`config.mk`:
```
export PLATFORM = sky130hd
export DESIGN_NAME = load_store_unit
export DESIGN_NICKNAME = d
export VERILOG_FILES = /design/src/rtl/load_store_unit.sv
export SDC_FILE = /design/constraint.sdc
export NUM_CORES = 1
export LEC_CHECK = 0
export BUFFER_PORTS_ARGS = -buffer_cell sky130_fd_sc_hd__buf_4
export CAP_MARGIN = 10
export CORE_MARGIN = 1
export CORE_UTILIZATION = 30
export DETAILED_ROUTE_END_ITERATION = 8
export SYNTH_ARGS = -nofsm -noshare
export SYNTH_HDL_FRONTEND = slang
export SYNTH_SLANG_ARGS = --single-unit
```
`constraint.sdc`:
```
create_clock -name clk -period 11.4 [get_ports clk]
set_input_delay 2.28 -clock clk [delete_from_list [all_inputs] [get_ports clk]]
set_output_delay 2.28 -clock clk [all_outputs]
set_load 0.005 [all_outputs]
```
`src/rtl/load_store_unit.sv`:
```
// Load/store initiator for a 64-bit-word data memory: one request at a time,
// read-modify-write for sub-word stores, sign/zero-extended loads.
module load_store_unit #(
   parameter int XLEN     = 64,
   parameter int OFF_BITS = 3
) (
   input  logic            clk,
   input  logic            rst,
   input  logic            req_valid,
   output logic            req_ready,
   input  logic            req_store,
   input  logic [2:0]      req_funct3,
   input  logic [XLEN-1:0] req_addr,
   input  logic [XLEN-1:0] req_wdata,
   output logic            resp_valid,
   output logic [XLEN-1:0] resp_data,
   output logic            resp_err,
   output logic            mem_read,
   output logic            mem_write,
   output logic [XLEN-1:0] mem_addr,
   output logic [XLEN-1:0] mem_wdata,
   input  logic [XLEN-1:0] mem_rdata
);

   typedef enum logic [1:0] {IDLE, RD, WR, RESP} state_t;

   state_t          state, state_nxt;
   logic [XLEN-1:0] addr_p0, wdata_p0, word_p0;
   logic [2:0]      funct3_p0;
   logic            store_p0, err_p0;
   logic            accept, req_err;
   logic [XLEN-1:0] word_addr;

   function automatic logic is_err(input logic store, input logic [2:0] f3,
                                   input logic [OFF_BITS-1:0] off);
      logic illegal, mis;
      illegal = store ? f3[2] : (f3 == 3'b111);
      case (f3[1:0])
         2'b01:   mis = off[0];
         2'b10:   mis = |off[1:0];
         2'b11:   mis = |off[2:0];
         default: mis = 1'b0;
      endcase
      return illegal | mis;
   endfunction

   function automatic logic [XLEN-1:0] load_extend(input logic [XLEN-1:0] word,
                                                   input logic [2:0] f3,
                                                   input logic [OFF_BITS-1:0] off);
      logic [XLEN-1:0] lane;
      lane = word >> {off, 3'b000};
      case (f3)
         3'b000:  return {{(XLEN-8){lane[7]}}, lane[7:0]};
         3'b001:  return {{(XLEN-16){lane[15]}}, lane[15:0]};
         3'b010:  return {{(XLEN-32){lane[31]}}, lane[31:0]};
         3'b100:  return {{(XLEN-8){1'b0}}, lane[7:0]};
         3'b101:  return {{(XLEN-16){1'b0}}, lane[15:0]};
         3'b110:  return {{(XLEN-32){1'b0}}, lane[31:0]};
         default: return lane;
      endcase
   endfunction

   // Full-word stores use an all-ones mask, so the stale old word drops out entirely.
   function automatic logic [XLEN-1:0] store_merge(input logic [XLEN-1:0] old,
                                                   input logic [XLEN-1:0] wdata,
                                                   input logic [1:0] size,
                                                   input logic [OFF_BITS-1:0] off);
      logic [XLEN-1:0] mask;
      case (size)
         2'b00:   mask = {{(XLEN-8){1'b0}}, 8'hFF};
         2'b01:   mask = {{(XLEN-16){1'b0}}, 16'hFFFF};
         2'b10:   mask = {{(XLEN-32){1'b0}}, 32'hFFFF_FFFF};
         default: mask = '1;
      endcase
      return (old & ~(mask << {off, 3'b000})) | ((wdata & mask) << {off, 3'b000});
   endfunction

   assign accept    = req_valid && (state == IDLE);
   assign req_err   = is_err(req_store, req_funct3, req_addr[OFF_BITS-1:0]);
   assign word_addr = {addr_p0[XLEN-1:OFF_BITS], {OFF_BITS{1'b0}}};
   assign req_ready = rst || (state == IDLE);

   always_comb begin
      state_nxt = state;
      case (state)
         IDLE: begin
            if (req_valid) begin
               if (req_err)
                  state_nxt = RESP;
               else if (req_store && (req_funct3[1:0] == 2'b11))
                  state_nxt = WR;
               else
                  state_nxt = RD;
            end
         end
         RD:      state_nxt = store_p0 ? WR : RESP;
         WR:      state_nxt = RESP;
         RESP:    state_nxt = IDLE;
         default: state_nxt = IDLE;
      endcase
   end

   always_ff @(posedge clk) begin
      if (rst)
         state <= IDLE;
      else
         state <= state_nxt;
   end

   // p0: request capture at acceptance, memory word capture in RD
   always_ff @(posedge clk) begin
      if (accept) begin
         addr_p0   <= req_addr;
         wdata_p0  <= req_wdata;
         funct3_p0 <= req_funct3;
         store_p0  <= req_store;
         err_p0    <= req_err;
      end
      if (state == RD)
         word_p0 <= mem_rdata;
   end

   // Outputs are forced idle while rst is high so a pending write never reaches memory.
   always_comb begin
      mem_read   = 1'b0;
      mem_write  = 1'b0;
      mem_addr   = '0;
      mem_wdata  = '0;
      resp_valid = 1'b0;
      resp_err   = 1'b0;
      resp_data  = '0;
      if (!rst) begin
         case (state)
            RD: begin
               mem_read = 1'b1;
               mem_addr = word_addr;
            end
            WR: begin
               mem_write = 1'b1;
               mem_addr  = word_addr;
               mem_wdata = store_merge(word_p0, wdata_p0, funct3_p0[1:0],
                                       addr_p0[OFF_BITS-1:0]);
            end
            RESP: begin
               resp_valid = 1'b1;
               resp_err   = err_p0;
               if (!err_p0 && !store_p0)
                  resp_data = load_extend(word_p0, funct3_p0, addr_p0[OFF_BITS-1:0]);
            end
            default: ;
         endcase
      end
   end

endmodule
```
-- Word-level counts from Yosys, hierarchy flattened
Index checks and enable logic that the tools add are counted.
- register bits: 199
- input bits: 199
- output and inout bits: 197
- logic and storage cells: 68
- equality and inequality tests: 15
- shift operators: 3
- mux-type cells: 26
- bitwise operators: 5
- reduce and logical (&&, ||, !) cells: 12
- operator list (cell ; count):
    $mux 64 ; 9
    $pmux 64 s6 ; 1
    $pmux 64 s3 ; 1
    $and 64x64->64 ; 2
    $shl 64x6->64 ; 2
    $not 64->64 ; 1
    $or 64x64->64 ; 1
    $shr 64x6->64 ; 1
    $eq 3x3->1 const B ; 4
    $eq 2x2->1 const B ; 5
    $mux 1 ; 10
    $pmux 2 s4 ; 1
    $eq 2x1->1 const B ; 3
    $mux 2 ; 3
    $logic_not 2->1 ; 2
    $reduce_or 2->1 ; 2
    $eq 3x1->1 const B ; 1
    $eq 3x2->1 const B ; 1
    $logic_and 1x1->1 ; 3
    $logic_not 3->1 ; 1
    $pmux 1 s3 ; 1
    $reduce_or 3->1 ; 1
    $logic_not 1->1 ; 2
    $ne 2x2->1 const B ; 1
    2 further kinds ; 2

-- Logic depth before layout (Yosys ltp)
Gate-level depths: netlist of the first run.
- depth in word-level cells: 10
- gate-level depth with buffers: 9
- depth with buffers taken out: 7

-- Worst setup path after synthesis of the first run
No wires, ideal clock.
- kind: input-to-reg
- start point: in req_valid
- end point: reg state[1]
- setup time: 0.077 ns
- arrival: 5.941 ns
- required time: 11.323 ns
- path slack: 5.382 ns
- stages: 3
- buffers on the path: 0
- cells stage by stage: and2_1 > o21ai_0 > a21oi_1
- longest elaborated chain between the ends: 1
- ends and longest elaborated chain (item ; RTL line ; RTL):
    start: declaration ; 9 ; input logic req_valid,
    $ne 2x2->1 (no source line) ; n/a ;
    end signal: assignment ; 107 ; state <= state_nxt;
    end: declaration ; 27 ; state_t state, state_nxt;
Every way passes these cells.
A chain may end at the register's enable or synchronous reset.

-- Final worst setup path of the first run
- start point: in rst
- end point: out resp_data[33]
- longest elaborated chain between the ends: 1
- ends and longest elaborated chain (item ; RTL line ; RTL):
    start: declaration ; 8 ; input logic rst,
    $mux 64 ; 132 ; if (!rst) begin
    end: declaration ; 16 ; output logic [XLEN-1:0] resp_data,
Every way passes these cells.

==> results of run 1 <==
## synthesized netlist by cell type (4+ instances only)
| cell | n | share of area, % |
|---|---|---|
| edfxtp_1 | 197 | 51 |
| nor2_1 | 99 | 3.2 |
| nand2_1 | 81 | 2.6 |
| a21oi_1 | 75 | 3.2 |
| and2_1 | 68 | 3.7 |
| o21ai_0 | 55 | 2.4 |
| clkbuf_1 | 54 | 1.8 |
| mux2_2 | 41 | 4.0 |
| mux2i_1 | 41 | 3.5 |
| a211oi_1 | 36 | 2.3 |
| a22oi_1 | 36 | 2.3 |
| nor2b_1 | 29 | 1.6 |
| a21oi_2 | 25 | 1.9 |
| buf_2 | 25 | 1.1 |
| a21o_1 | 17 | 1.1 |
| a2bb2oi_1 | 17 | 1.3 |
| nor3_1 | 17 | 0.74 |
| a21boi_0 | 15 | 0.97 |
| a22o_1 | 12 | 0.91 |
| buf_4 | 10 | 0.65 |
| nand2b_1 | 10 | 0.54 |
| a221o_1 | 9 | 0.78 |
| a222oi_1 | 9 | 0.78 |
| a31oi_1 | 9 | 0.49 |
| or3_1 | 9 | 0.49 |
| inv_1 | 8 | 0.26 |
| mux4_2 | 8 | 1.6 |
| o22ai_1 | 8 | 0.43 |
| o22a_1 | 7 | 0.53 |
| nand3_1 | 6 | 0.26 |
| buf_1 | 5 | 0.16 |
| buf_6 | 4 | 0.39 |
| ha_1 | 4 | 0.43 |
## cell families after synthesis
| logic type | share of synthesized area, % |
|---|---|
| compound gates | 20.6 |
| fa+ha+maj | 0.432 |
| buf+inv | 4.64 |
| flops | 51.5 |
| mux | 9.09 |
| other cells | 0.0324 |
| simple gates | 13.7 |
## routing by layer
metal | share of wire, % | track usage (%)
met1 | 39 | 30.3
met2 | 48 | 40.9
met3 | 10 | 7.51
met4 | 3.1 | 9.02
met5 | 0 | 0
## worst min path at each step
| stage | end | cells after the start | from |
|---|---|---|---|
| floorplan | state[1] | 4 | state[1] |
| global placement | state[1] | 4 | state[1] |
| detailed placement | state[0] | 4 | state[0] |
| CTS | state[0] | 4 | state[0] |
| global route | state[0] | 4 | state[0] |
| finish | state[0] | 4 | state[0] |
## through the flow
step           setup WS (ns)  power, mW  instance area, sq um
3_5_place_dp            4.12       2.13                 14800
3_3_place_gp            4.20       2.13                 14800
6_report                4.11       2.74                 15400
2_1_floorplan           5.38       1.67                 11600
5_1_grt                 3.92       2.86                 15400
4_1_cts                 4.10       2.75                 15400
## final cells by class
| type | instances | area (sq um) | area share, % |
|---|---|---|---|
| clock buffer | 18 | 429 | 2.79 |
| tap | 511 | 639 | 4.16 |
| inverter | 8 | 30.0 | 0.195 |
| antenna | 1 | 2.50 | 0.0163 |
| multi-input combinational | 771 | 5120 | 33.3 |
| clock inverter | 13 | 151 | 0.985 |
| sequential | 199 | 5960 | 38.7 |
| timing repair buffer | 404 | 3050 | 19.8 |
## worst min-delay path, stage by stage (launching register included)
cell,delay (ns)
dfxtp_1,0.35
nand2_1,0.07
o22ai_1,0.06
a21oi_1,0.11
nor2_1,0.05
## flip-flops by register name, indices dropped and copies added, names as in the netlist
name / count
err_p0: 1
state: 2
store_p0: 1
addr_p0: 64
word_p0: 64
wdata_p0: 64
funct3_p0: 3
## power by group through the flow
stage / combinational [mW] / clock [mW] / sequential, mW
CTS: 1.01 / 0.631 / 1.12
detailed placement: 0.999 / 0 / 1.13
global placement: 1.00 / 0 / 1.13
finish: 1.01 / 0.613 / 1.12
floorplan: 0.607 / 0 / 1.07
global route: 1.09 / 0.649 / 1.13
## placed cells by master, fill, tap and decap left out, types with 6 or more instances in the layout
master / netlist / layout
a21oi_1: 75 / 75
mux4_2: 8 / 8
mux2_2: 41 / 41
a31oi_1: 9 / 8
o21ai_0: 55 / 55
nor2b_1: 29 / 27
o22a_1: 7 / 7
a2bb2oi_1: 17 / 17
nand2b_1: 10 / 9
or3_1: 9 / 9
a221o_1: 9 / 9
a22o_1: 12 / 12
a21boi_0: 15 / 15
a21oi_2: 25 / 24
a21o_1: 17 / 17
a22oi_1: 36 / 36
nor2_1: 99 / 99
a222oi_1: 9 / 9
nand3_1: 6 / 6
nand2_1: 81 / 81
and2_1: 68 / 67
inv_1: 8 / 7
a211oi_1: 36 / 36
mux2i_1: 41 / 41
nor3_1: 17 / 17
edfxtp_1: 197 / 197
clkbuf_16: 0 / 17
o22ai_1: 8 / 8
buf_4: 10 / 403
==> impl_summary.md, run 1 <==
Routing
In this run, the number of DRC markers left after iteration 0 of detailed routing was 1,163. In the final routed layout, each cell accounts on average for 25.7 microns. The final layout contains routed wiring with a total length of 49.4 mm.

The number of nets with antenna violations after detailed routing is 0. The first detailed-routing pass ran for 5 iterations. The final route contains 10.4k vias.

The average via count per standard cell is 5.39. After detailed routing, the number of remaining DRC violations is 0.

Critical path
On the critical path the largest part of the delay comes from simple AND/OR/NAND/NOR gates. Counting buffers and inverters, the worst setup path is 7 cells deep. The worst reg2reg path startpoint is state[1]. STA classifies the critical path endpoint as an output pin.

Walking the worst path, the cells encountered are buf_4 > nor4b_1 > nand2_1 > nor2_1 > a31oi_4 > a21boi_0 > buf_4. The critical path is of the in -> out type. Among all stages on the critical path, the largest delay is contributed by nor4b_1.

The worst stage delay on the critical path is 0.66 ns. Among the stages of the critical path, the cell type that occurs most often is buf_4. Data on the critical path is required at its endpoint by 9.12 ns. The critical register-to-register path endpoint is wdata_p0[45]. The buffers plus inverters on the worst setup path is 2. The startpoint type of the worst setup path is an input pin. The slack of the worst reg-to-reg path is 8.61 ns. The critical path data arrival time is 5.01 ns. The number of cell instances on the worst register-to-register path is 4. The critical path ends at resp_data[33]. The beginning of the critical path is rst. The top fanout value on the critical path is 32.

Clock network
The number of levels in the clock H-tree is 4. The clock tree root buffer cell is clkbuf_16. The number of buffers added for setup after CTS is 0. TritonCTS built the clock tree. Clock tree synthesis inserted a total of 17 buffers. The register clock-pin slew on the reported worst setup and hold paths is 0.08 ns. The number of hold buffers added after CTS was 0. Once the clock tree was built, the resizer swapped 0 gates to a different size. The clock sink total is 199. The maximum buffer depth of the clock tree is 2. Clock latency on the worst-skew pair, taken at its later pin, is 0.46 ns.

Synth
The synthesized design contains 197 enable-type register cells. The flip-flop cell with the highest count after synthesis is edfxtp_1. The synthesized netlist contains 53 unique library cells.

The post-synth design cell area is 11,600 sq um. After synthesis the netlist holds a flip-flop and latch count of 199. After technology mapping, the gate count stands at 1,076. Of all flip-flops after synthesis, the portion carrying an async set or reset was 0%.

The mean instance size in the synthesized netlist is 10.8 sq um. The share of synthesized area occupied by flip-flops and latches is 51.5%. The number of warning messages in the yosys log is 0.

Timing
The setup total negative slack is 0 ns. Setup repair after global routing left no endpoint under its margin. The final hold violation count is 0.

The count of final setup violators is 0. The final number of max-transition violations is 0. The smallest clock period supported by the final layout is computed as 7.29 ns.

The maximum clock frequency is 137 MHz. In this run the tightest slew margin relative to its limit is 16.2%. The worst hold slack is 0.685 ns. The transition at the pin with the smallest max-transition slack is 1.26 ns. The fraction of the cycle the final worst path needs is 64.0%. The worst clock skew is 0.00916 ns.

Layout
The number of fill cells in the layout is 3,783. The final core utilization is 40.6%. The number of nets at the end of the flow is 1,604. The layout cell share with drive strength beyond 1 is 37.0%.

The finished layout holds 1,925 standard cells, fillers aside. The area growth from synthesis to layout is 32.9%.

Die
The die width is 198 microns. 396 I/O pins were placed. For this configuration, the core starts out at a cell density of 30.6%. The placeable core region is 37,800 sq um.

In this run the core area contains 71 standard-cell rows. The total die area is 39,400 sq um. The die extent in y is 198 microns.

Status
The flow ran to the end, and the final reports show no timing, DRC or antenna violations.

Pwr
Net switching is 38.3% of the power. The worst-case IR drop observed on VDD is 0.000118 V. The leakage power is 6.14 nW. Summed over all nets, the switching power comes to 1.05 mW. The clock share of power is 22.3%. The total power per unit cell area is 178 nW/um^2. The power share of the combinational group is 36.9%. The sequential cell fraction of total power is 40.8%.

The internal power component is 1.69 mW.

Global routing
The maximum number of pins on one net before global-route repair is 164. The first-pass GRT wire length is 69.0 mm. The number of global-route vias before repair is 10.2k. Global routing finished with a remaining overflow of 0. Global routing used 24.7% of the available tracks across all layers.

The number of antenna violations at the first check in global routing is 1.

Place
The number of cells in the design after placement is 1,893. The HPWL after detailed placement is 37.3 mm. The final estimated routing congestion in global placement is 0.941.

The number of I/O port buffers is 392.

Min path
The path class of the tightest hold or removal check is reg -> reg.

Run
Max-cap violations in this run came to 0.
No activity file was read; power rests on OpenSTA's default activity.
==> inputs of run 2 (changes only) <==
==> constraint.sdc (replaced) <==
create_clock -name clk -period 6.6 [get_ports clk]
set_input_delay 1.32 -clock clk [delete_from_list [all_inputs] [get_ports clk]]
set_output_delay 1.32 -clock clk [all_outputs]
set_load 0.005 [all_outputs]
==> run 2 against run 1 <==
Effect of this change: via count rose by 0.86%; final area rose by 0.12%; die area unchanged; first-iteration DRC count shrank 7.7%; utilization is essentially flat; combinational power is 73% higher; non-clock buffer count increased by 7; routed wire length grew 1.1%; global-route usage grew 0.34 points; cell count increased by 0.36%; sequential power grew 73%.
==> impl_summary.md, run 2 (synthesis gave the netlist of run 1 again) <==
Status
The flow ran to the end, and the final reports show no timing, DRC or antenna violations.

Layout
The largest registers in the layout are addr_p0 (64), wdata_p0 (64), word_p0 (64). The finished layout holds 1,932 standard cells, fillers aside. The number of fill cells in the layout is 3,788. The library cell used most frequently in the layout, excluding fill and tap cells, is buf_4. 0 antenna diodes ended up in the layout. From synthesis to final layout, the design area changed by 33.0%.

Of the cells placed in the final design, the portion with a size suffix greater than 1 is 37.3%. The library cells used most frequently in the layout, excluding fill and tap cells, are 411 x buf_4, 197 x edfxtp_1, 99 x nor2_1. The number of nets at the end of the flow is 1,611.

Routing
In the routed design, unresolved DRC markers number 0. In this run the remaining antenna-violating nets after routing total 0. After detailed routing, the average wire length per cell comes to 25.8 microns. The final route contains 10.5k vias. The average via count per standard cell is 5.42. The first TritonRoute pass finished after 6 iterations. The total length of routed wires is 49.9 mm. The violation count after the first detailed-routing iteration is 1,074.

Global routing
The global routing usage summed across all routing layers is 25.1%. The number of antenna violations at the first check in global routing is 1. The first global-routing pass estimated 70.0 mm of wire.

The number of global-route vias before repair came to 10.5k. The total overflow reported by the global router is 0. Entering global routing, the biggest net connects 99 pins.

Timing
The count of final setup violators is 0. Dividing the final minimum period by the clock period gives 83.1%. Setup repair after global routing left no endpoint under its margin. On the final layout, the worst clock skew is 0.0201 ns.

Timing would allow up to 182 MHz. The worst pin sits at a relative slew slack of 18.0%. The final number of max-transition violations is 0. The setup slack of the critical path after layout is 1.12 ns. For the final routed database, the setup TNS stands at 0 ns. The transition at the pin with the smallest max-transition slack is 1.23 ns. The final hold violation count came to 0. The routed design could run at a clock period as short as 5.48 ns.

Critical path
STA puts the critical path data required time at 5.28 ns. The top fanout value on the critical path is 32. The worst setup path is captured at an output pin. The worst setup path category is in -> out. The critical path data arrival time is 4.16 ns. The startpoint type of the worst setup path is an input pin.

Min path
The path category of the worst min-delay check is reg -> reg.

Die
The initial utilization of the core area, before any placement, comes to 30.6%. The top-level I/O count is 396. The die is 198 microns tall.

The die is 198 microns wide. The placeable core region is 37,800 sq um. The number of placement rows is 71. The total die area is 39,400 sq um.

Clock network
The longest clock path from root to sink contains 2 buffers. The clock insertion delay at the later pin of the skew report is 0.48 ns. The tree is rooted in a clkbuf_16. The H-tree was split into 4 levels.

TritonCTS built the clock tree. The cts-stage hold buffer count is 0. The number of resized instances in the post-cts repair step is 0. The number of buffers added for setup after CTS is 0. For this design, the sink count on the clock tree is 199. The clock buffer count from CTS is 17. Clock-pin slew was measured on the worst setup and hold paths at 0.08 ns.

Place
The HPWL after detailed placement is 37.9 mm. In this run the tool buffered the top-level ports with 392 buffer cells. The pre-CTS worst setup slack is 1.22 ns. The final estimated routing congestion in global placement is 0.906. The number of placed instances, taps included, is 1,900.

Pwr
IR analysis of the VDD net gives a maximum drop of 0.000272 V. Overall power consumption after layout is estimated at 4.72 mW. The leakage power is 6.16 nW.

The total power per unit cell area is 307 nW/um^2.

Run
The number of max-cap violations is 0.
-- run 2: report_power, final --
group | internal, mW | total (mW) | switching (mW)
Sequential | 1.71 | 1.94 | 0.229
Clock | 0.499 | 1.03 | 0.534
Combinational | 0.710 | 1.75 | 1.04
-- run 2: path summary, 6_finish.rpt --
path | startpoint | endpoint | slack (ns) | cells after the start
worst max register to register | state[0] | wdata_p0[56] | 4.43 | 4
worst min-delay path | state[0] | state[0] | 0.70 | 4
worst max-delay path | rst | resp_data[37] | 1.12 | 7
worst min register to register | state[0] | state[0] | 0.70 | 4
-- run 2: cell type report --
class | instances | area (sq um) | share of cell area, %
Clock buffer | 18 | 429 | 2.79
Multi-Input combinational cell | 771 | 5120 | 33.3
Inverter | 8 | 30.0 | 0.195
Timing Repair Buffer | 411 | 3090 | 20.0
Sequential cell | 199 | 5960 | 38.7
Tap cell | 511 | 639 | 4.15
Clock inverter | 14 | 133 | 0.862
-- run 2: metal layers --
| layer | vias to the layer above | part of all wire (%) | GRT usage [%] |
|---|---|---|---|
| met4 | 0 | 3.0 | 9.53 |
| li1 | 4695 | - | - |
| met5 | - | 0 | 0 |
| met2 | 592 | 47 | 40.9 |
| met1 | 5111 | 40 | 30.8 |
| met3 | 75 | 10 | 7.93 |
-- run 2: worst max-delay path, stage by stage --
cell and delay, ns:
buf_4 0.14, nor4b_1 0.75, nand2_1 0.60, nor2_1 0.33
a31oi_4 0.47, a21boi_0 0.38, buf_4 0.16
-- run 2: per-stage QoR --
stage | hold slack, ns | instance area [sq um] | util [%]
2_1_floorplan | 0.616 | 11600 | -
3_3_place_gp | 0.655 | 14800 | 39.2
3_5_place_dp | 0.684 | 14800 | 39.2
4_1_cts | 0.693 | 15400 | 40.7
5_1_grt | 0.761 | 15400 | 40.7
6_report | 0.699 | 15400 | 40.7
==> inputs of run 3 (changes only) <==
--- a/config.mk
+++ b/config.mk
@@ -5,6 +5,7 @@
 export SDC_FILE = /design/constraint.sdc
 export NUM_CORES = 1
 export LEC_CHECK = 0
+export ABC_AREA = 1
 export BUFFER_PORTS_ARGS = -buffer_cell sky130_fd_sc_hd__buf_4
 export CAP_MARGIN = 10
 export CORE_MARGIN = 1
==> constraint.sdc (replaced) <==
create_clock -name clk -period 4.9 [get_ports clk]
set_input_delay 0.98 -clock clk [delete_from_list [all_inputs] [get_ports clk]]
set_output_delay 0.98 -clock clk [all_outputs]
set_load 0.005 [all_outputs]
==> run 3 against run 2 <==
Effect of this change: register-to-register slack worse by 1.6 ns; largest cell class unchanged; critical path depth up 2; final area up 4.2%; sequential share of layout area down 1.6 points; clock skew down 0.0089 ns; worst hold slack worse by 0.047 ns; clock power up 47%; routed wire length up 9.2%.
==> impl_summary.md, run 3 <==
Synth
In this run, synthesis inferred 197 flip-flops with an integrated enable. For this run, the register share of the synthesized area comes to 49.0%. The post-synthesis register bit count is 199. The mean instance size in the synthesized netlist is 7.54 sq um. Summing every instance area after synthesis gives 12,100 sq um. The Yosys step of the flow raised 0 warnings.

The cell count after synthesis is 1,611. Of all cell types, the one taking the most synthesized area is edfxtp_1. The number of library cell types mapped by synthesis is 37. By instance count, the leading cell after synthesis is nand2_1.

After synthesis, the most frequently instantiated cells are 545 x nand2_1, 279 x nand3_1, 197 x edfxtp_1, 187 x nor2_1, 81 x a21oi_1. The area fraction of the dominant cell type after synthesis is 48.7%. By area the synthesized netlist is led by edfxtp_1 49%, nand2_1 17%, nand3_1 11%.

The fraction of registers with async set or reset after synthesis is 0%. For this run, the leading register cell type out of synthesis is edfxtp_1.

Die
The floorplan step set the die height to 203 microns. During I/O placement, the number of pins put on the boundary was 396. The core region is 39,800 sq um. The die width is 203 microns.

The initialized floorplan defines 73 standard-cell rows. The die covers 41,300 sq um. The starting density of the core is 30.5%.

Clock network
In this run the clock root is driven by a clkbuf_16. The number of resized instances in the post-cts repair step is 0. Once the clock tree was built, the setup fixing pass inserted 0 buffers. Buffers inserted during clock tree synthesis total 17. The later pin in the worst-skew pair is clocked with a latency of 0.46 ns. The maximum buffer depth of the clock tree is 2.

Hold repair after CTS inserted 0 buffers. TritonCTS built the clock tree. After clock tree synthesis, the clock-pin slew on the worst setup and hold paths is 0.07 ns. The tree built by TritonCTS fans out to 199 sinks. The number of levels in the clock H-tree is 4.

Run
Across the run, the number of max-cap violations was 0.

Timing
The final hold violation count is 0. The clock arrives with 0.0112 ns of skew. For the finished layout, the period the worst path requires is 4.18 ns. Setup repair after global routing left no endpoint under its margin. Static timing analysis puts the maximum clock frequency at 239 MHz. Setup violations remaining at the end of the flow were counted as 0.

Headroom to the max-slew limit came out at 40.9%. The worst hold slack is 0.653 ns. The final number of max-transition violations came to 0.

In the final timing run, aggregate negative setup slack is 0 ns. The fraction of the cycle the final worst path needs is 85.3%. At the pin with the least slew margin, the transition time is 0.886 ns.

Critical path
The required time at the endpoint of the critical path is 3.92 ns. The largest single stage delay on the critical path is 0.66 ns. The beginning of the critical path is addr_p0[0]. Counting both buffers and inverters, the worst setup path holds a total of 2.

At the worst endpoint, the arrival time is 3.20 ns. The critical path goes through buf_4 > nand2_1 > nand3_1 > nand3_1 > nand3_2 > nand2_2 > nor2_4 > nor2_1 > buf_4. In this run the worst path has a maximum fanout of 32. The critical path capture point type is an output pin.

The slowest stage cell on the critical path is edfxtp_1. The critical path is of the reg -> out type. The largest delay contributor family on the critical path is simple AND/OR/NAND/NOR gates.

In this run the critical register-to-register path is launched from state[0]. The startpoint type of the worst setup path is a flip-flop.

Global routing
The number of global-route vias before repair was 12.2k. The number of antenna violations at the first check in global routing is 2. For this run the aggregate overflow at the end of global routing stands at 0. Entering global routing, the biggest net connects 110 pins.

For this run, the total global-route usage over all layers was measured as 26.4%. The first global-routing pass estimated 79.6 mm of wire.

Pwr
In this run the static leakage power is 7.34 nW. The net switching share of the total power is 36.5%. The power share of the combinational group is 31.5%. The post-route total power is 5.61 mW.

In this run, flip-flops and latches consume 41.7% of the power. The total power per unit cell area is 349 nW/um^2. The maximum resistive drop on vdd is 0.000304 V. The clock network is responsible for 26.9% of the overall power. The switching power is 2.05 mW. The internal power component is 3.56 mW.

Routing
Once detail routing completed, the nets flagged for antenna violations numbered 0. The number of vias in the routed layout is 12.7k. The number of detailed-route iterations in the first pass is 8.

In this run, the number of DRC markers left after iteration 0 of detailed routing was 1,372. The average wire per standard cell is 22.1 microns. The total length of routed wires is 54.6 mm.

The DRC violations left is 0. The average via count per standard cell is 5.12.

Layout
The layout cell share with drive strength beyond 1 is 24.3%. The final core utilization is 40.3%. The commonest non-fill, non-tap cell in the layout is nand2_1. The final design area excluding fillers is 16,000 sq um. The area growth from synthesis to layout is 32.1%.

The count of inserted antenna diode cells is 0. Leaving out fill and tap cells, the most frequent cells in the layout are 545 x nand2_1, 419 x buf_4, 279 x nand3_1. The number of nets at the end of the flow is 2,136.

In the final layout, the registers with the most flip-flops are addr_p0 (64), wdata_p0 (64), word_p0 (64).

Place
The number of I/O port buffers is 392. The wire-length estimate of the detail-placed layout is 42.5 mm. Routability-driven placement finished with a final weighted congestion of 0.960. The placed instances occupy a cell area of 15,400 sq um.

Min path
The startpoint identified for the worst hold timing path is state[0]. In this run the worst hold path is classified as reg -> reg.

Status
The run finished with clean final reports.
-- run 3: cell count changes in the layout (fill, tap and decap cells not counted), moves of 41 or more --
cell     delta
inv_1      +68
mux2_2     -41
nand3_1   +273
mux2i_1    -41
and2_1     -67
nand2_1   +464
nor2_1     +88
-- run 3: cells by family (layout without fill, tap and decap cells) --
group / Yosys count / after routing / synth area share [%]
simple gates: 1023 / 1023 / 35.0
buf+inv: 201 / 534 / 7.43
flops: 199 / 199 / 49.0
compound gates: 183 / 183 / 8.11
fa+ha+maj: 4 / 4 / 0.412
other cells: 1 / 3 / 0.0309
-- run 3: worst min-delay path: stages (launching register included) --
cell	delay (ns)
dfxtp_1	0.35
a22oi_1	0.18
a21oi_1	0.09
-- run 3: metal layers --
metal	wire length, microns	track usage [%]
met1	22400	34.2
met2	24500	41.3
met3	5970	8.50
met4	1550	8.94
met5	34	0
-- run 3: final cells by class --
class | instances | area, sq um
clock inverter | 15 | 209
inverter | 81 | 312
sequential | 199 | 5960
timing repair buffer | 421 | 3190
tap | 525 | 657
fill | 4216 | 23800
multi-input combinational | 1213 | 5300
clock buffer | 17 | 425
-- run 3: power by group through the flow --
stage / combinational, mW / sequential, mW / clock, mW
detailed placement: 1.74 / 2.37 / 0
CTS: 1.75 / 2.34 / 1.56
floorplan: 1.05 / 2.28 / 0
global route: 1.94 / 2.35 / 1.61
finish: 1.76 / 2.34 / 1.51
global placement: 1.75 / 2.37 / 0
-- run 3: worst paths after layout --
path,to,slack (ns),cells after the start
worst max-delay path,resp_data[33],0.72,9
worst min-delay path,state[0],0.65,2
worst max register to register,wdata_p0[0],2.82,5
worst min register to register,state[0],0.65,2
-- run 3: stage by stage --
| stage | std cells | setup WS (ns) |
|---|---|---|
| global route | 2471 | 0.481 |
| CTS | 2471 | 0.701 |
| finish | 2471 | 0.719 |
| global placement | 2439 | 1.19 |
| detailed placement | 2439 | 1.08 |
| floorplan | 1613 | 0.796 |
